## config.mk

```make
export PLATFORM = sky130hd
export DESIGN_NAME = counter_4bit_load
export DESIGN_NICKNAME = d
export VERILOG_FILES = /design/src/rtl/counter_4bit_load_pkg.sv /design/src/rtl/counter_4bit_load.sv
export SDC_FILE = /design/constraint.sdc
export NUM_CORES = 1
export LEC_CHECK = 0
export CORE_AREA = 2 2 39 41
export DETAILED_ROUTE_END_ITERATION = 8
export DIE_AREA = 0 0 41 43
export PLACE_DENSITY_LB_ADDON = 0.08
export SETUP_SLACK_MARGIN = 0.3
export SLEW_MARGIN = 20
export SYNTH_ARGS = -nofsm -noshare
export SYNTH_HDL_FRONTEND = slang
export SYNTH_SLANG_ARGS = --single-unit
export TNS_END_PERCENT = 100
```

## constraint.sdc

```tcl
create_clock -name clk -period 0.9 [get_ports clk]
set_input_delay 0.18 -clock clk [delete_from_list [all_inputs] [get_ports clk]]
set_output_delay 0.18 -clock clk [all_outputs]
set_load 0.1 [all_outputs]
```

## src/rtl/counter_4bit_load_pkg.sv

```systemverilog
`default_nettype none
// ============================================================================
// Module      : counter_4bit_load_pkg
// Description : Shared constants for the loadable up-counter.
// Revision    : 1.0 - initial release
// ============================================================================
package counter_4bit_load_pkg;

    localparam int c_default_width = 4;

    // Every bit of the counter clears to this value on reset.
    localparam logic c_counter_rst_bit = 1'b0;

endpackage
`default_nettype wire

```

## src/rtl/counter_4bit_load.sv

```systemverilog
`default_nettype none
// ============================================================================
// Module      : counter_4bit_load
// Description : WIDTH-bit synchronous up-counter with parallel load, count
//               enable, wrap-around and a combinational terminal-count flag.
// Revision    : 1.0 - initial release
// ============================================================================
module counter_4bit_load
    import counter_4bit_load_pkg::*;
#(
    parameter int WIDTH = c_default_width
) (
    input  logic             clk,
    input  logic             rst,
    input  logic             en,
    input  logic             load,
    input  logic [WIDTH-1:0] d,
    output logic [WIDTH-1:0] q,
    output logic             tc
);

    logic [WIDTH-1:0] r_q;
    logic             w_all_ones;

    // Load takes priority over count; d is never observed unless load is high.
    always_ff @(posedge clk or posedge rst) begin
        if (rst) begin
            r_q <= {WIDTH{c_counter_rst_bit}};
        end else if (load) begin
            r_q <= d;
        end else if (en) begin
            r_q <= r_q + WIDTH'(1);
        end
    end

    assign w_all_ones = &r_q;
    assign q          = r_q;
    assign tc         = w_all_ones & en & ~load & ~rst;

endmodule
`default_nettype wire

```

==> results.py <==
metrics = {
    "place": {
        "place_ws_ps": -593,
        "post_dp_cell_area_um2": 503,
        "gp_congestion": 0.714,
        "place_hpwl_um": 483,
        "portBuffers": 12,
    },
    "routing": {
        "firstDrtPassIters": 2,
        "initialDrtViolationCount": 1,
        "antenna_left": 0,
        "remaining_drc_errors": 0,
        "wl_per_cell_um": 10.6,
        "vias": 275,
        "wl_um": 687,
        "avgViaCountPerCell": 4.23,
    },
    "global_route": {
        "grt_overflow": 0,
        "grt_max_degree": 8,
        "grt.total_usage_pct": 11.2,
        "grt_pass1_vias": 325,
        "grt_pass1_wl_mm": 1.22,
        "antenna_found_initial": 0,
    },
    "power": {
        "max-vdd-ir-drop_mv": 0.756,
        "intPower_mw": 0.639,
        "power.switching_mw": 0.397,
        "pwr-share-clk_pct": 21.8,
        "pwr-share-seq_pct": 23.5,
        "total_power_mw": 1.04,
        "power_frac_comb_pct": 54.7,
        "p_per_area_nw_per_um2": 1720,
        "p_sw_share_pct": 38.3,
        "leakagePower_nw": 0.262,
    },
    "synth": {
        "synth_seq_cells": 4,
        "synth_area_um2": 214,
        "ys_types": 12,
        "seq_area_frac_synth_pct": 46.8,
        "synth_nets": 31,
        "syn_inst": 22,
        "syn_avg_cell_area_um2": 9.73,
        "synth_warnings": 0,
    },
    "job": {
        "drv_cap": 0,
    },
    "die": {
        "io_pins": 13,
        "die-area_um2": 1760,
        "initial_core_util_pct": 15.5,
        "num_rows": 14,
        "die_h_um": 43,
        "coreArea_um2": 1380,
        "fp.dieW_um": 41,
    },
    "setup_path": {
        "required_ps": 720,
        "cp-start-kind": "flop",
        "slowest_delay_ps": 410,
        "worst_ep_arrival_time_ps": 1240,
        "slowest_stage": "dfrtp_4",
        "end_kind": "output pin",
        "crit_chain": "ha_4, nand2_4, nor4_4, buf_12",
        "r2r_cells": 5,
        "path_class": "reg -> out",
        "crit_fanout": 2,
    },
    "clock_tree": {
        "cts_tree": "done",
        "clockBufferDepth": 2,
        "path_clk_slew_ps": 40,
        "cts-buffers-inserted": 3,
        "root_buffer": "clkbuf_4",
        "numClockSinks": 4,
        "insertion_delay_ps": 240,
        "h-tree-depth": 1,
    },
    "timing": {
        "clock.fmax_mhz": 704,
        "fin_crit_sh_pct": 158,
        "fin_skew_ps": 5.03,
        "finalSetupViolations": 9,
        "grt_setup_unrepaired": "yes",
        "post-route-min-period_ps": 1420,
        "drv_slew": 0,
        "worstMarginPinSlew_ps": 260,
        "fin_ws_ps": -521,
        "relSlewSlack_pct": 82.5,
        "hold_violations": 0,
    },
    "layout": {
        "drive_gt1_share_pct": 63.3,
        "num-nets-final": 60,
        "largest_reg_flops": 4,
        "synthToLayoutAreaGrowth_pct": 181,
        "diodes": 0,
        "stdcell_area_um2": 602,
    },
    "outcome": {
        "failed_checks": "setup timing",
        "outcome": "finished with violations",
    },
    "worst_hold_path": {
        "hold_path.class": "in -> async",
    },
}
## cell type report
cell class                 count  area, um2
fill                         135        782
timing repair buffer          25        289
multi-input combinational     16        151
sequential                     4        115
clock buffer                   3       22.5
tap                           16       20.0
inverter                       1       3.75
## metal layers
layer,track usage (%),share of wire [%],up-vias
met3,5.24,7.3,5
met1,8.79,32,128
met5,0,0,-
met2,18.4,55,13
li1,-,-,129
met4,10.0,4.7,0
## power groups by stage
stage | registers [mW] | logic [mW] | clock network, mW
3_3_place_gp | 0.252 | 0.472 | 0
5_1_grt | 0.246 | 0.594 | 0.247
4_1_cts | 0.243 | 0.565 | 0.231
6_report | 0.243 | 0.567 | 0.226
3_5_place_dp | 0.252 | 0.473 | 0
2_1_floorplan | 0.431 | 0.0801 | 0
## cells in the final DEF (no fill, tap or decap)
cell type	instances
xnor2_2	1
inv_1	1
nand2_1	3
nand4_1	1
dlygate4sd2_1	1
mux2i_1	1
xor2_1	1
buf_12	5
clkdlybuf4s50_1	6
nand2_2	1
nand2_4	1
mux2_2	1
nor4_4	1
dfrtp_4	4
buf_4	7
ha_4	1
xnor2_1	1
buf_6	6
clkbuf_4	3
o21ai_1	3
## metrics by stage
step | instances | hold slack (ps) | utilization, % | TNS (ps)
global placement | 56 | 471 | 36.3 | -2320
global route | 65 | 246 | 43.5 | -3270
CTS | 64 | 219 | 42.9 | -2900
finish | 65 | 222 | 43.5 | -2970
detailed placement | 56 | 469 | 36.3 | -2430
floorplan | 22 | -53.8 | - | -2340
## cells by family after synthesis
logic type	after synthesis	share of synthesized area, %
AND/OR/NAND/NOR	7	14.6
flip-flops	4	46.8
AO/OA/AOI/OAI	3	7.02
XOR/XNOR	3	12.3
buffers and inverters	2	3.51
multiplexers	2	9.94
adder cells (fa/ha/maj)	1	5.85
## worst paths after layout
path                            startpoint    to  slack (ps)
worst max-delay path                  q[1]    tc        -520
min in group clk                      d[2]  q[2]         490
worst min register to register        q[0]  q[1]         750
worst max register to register        q[1]  q[3]        -370
max in group asynchronous              rst  q[0]         500
worst min-delay path                   rst  q[3]         220
## synth_stat cells, drive strengths merged
master / count / area (um2)
xnor2: 2 / 17.5
nor4: 1 / 6.26
inv: 1 / 3.75
mux2i: 1 / 10.0
nand4: 1 / 6.26
nand2: 5 / 18.8
ha: 1 / 12.5
xor2: 1 / 8.76
mux2: 1 / 11.3
dfrtp: 4 / 100
clkbuf: 1 / 3.75
o21ai: 3 / 15.0
## timing repair
item,in CTS,in global routing
pin swaps,2,2
setup buffers,5,1
endpoints found under the setup margin,9,9
hold buffers,0,0
gates resized for setup,9,0
## critical path: cells and delay by family, from the launching register on
| kind | cells | cell delay (ps) |
|---|---|---|
| simple gates | 2 | 230 |
| buf+inv | 1 | 210 |
| flops | 1 | 410 |
| fa+ha+maj | 1 | 140 |
No activity file was read; power rests on OpenSTA's default activity.
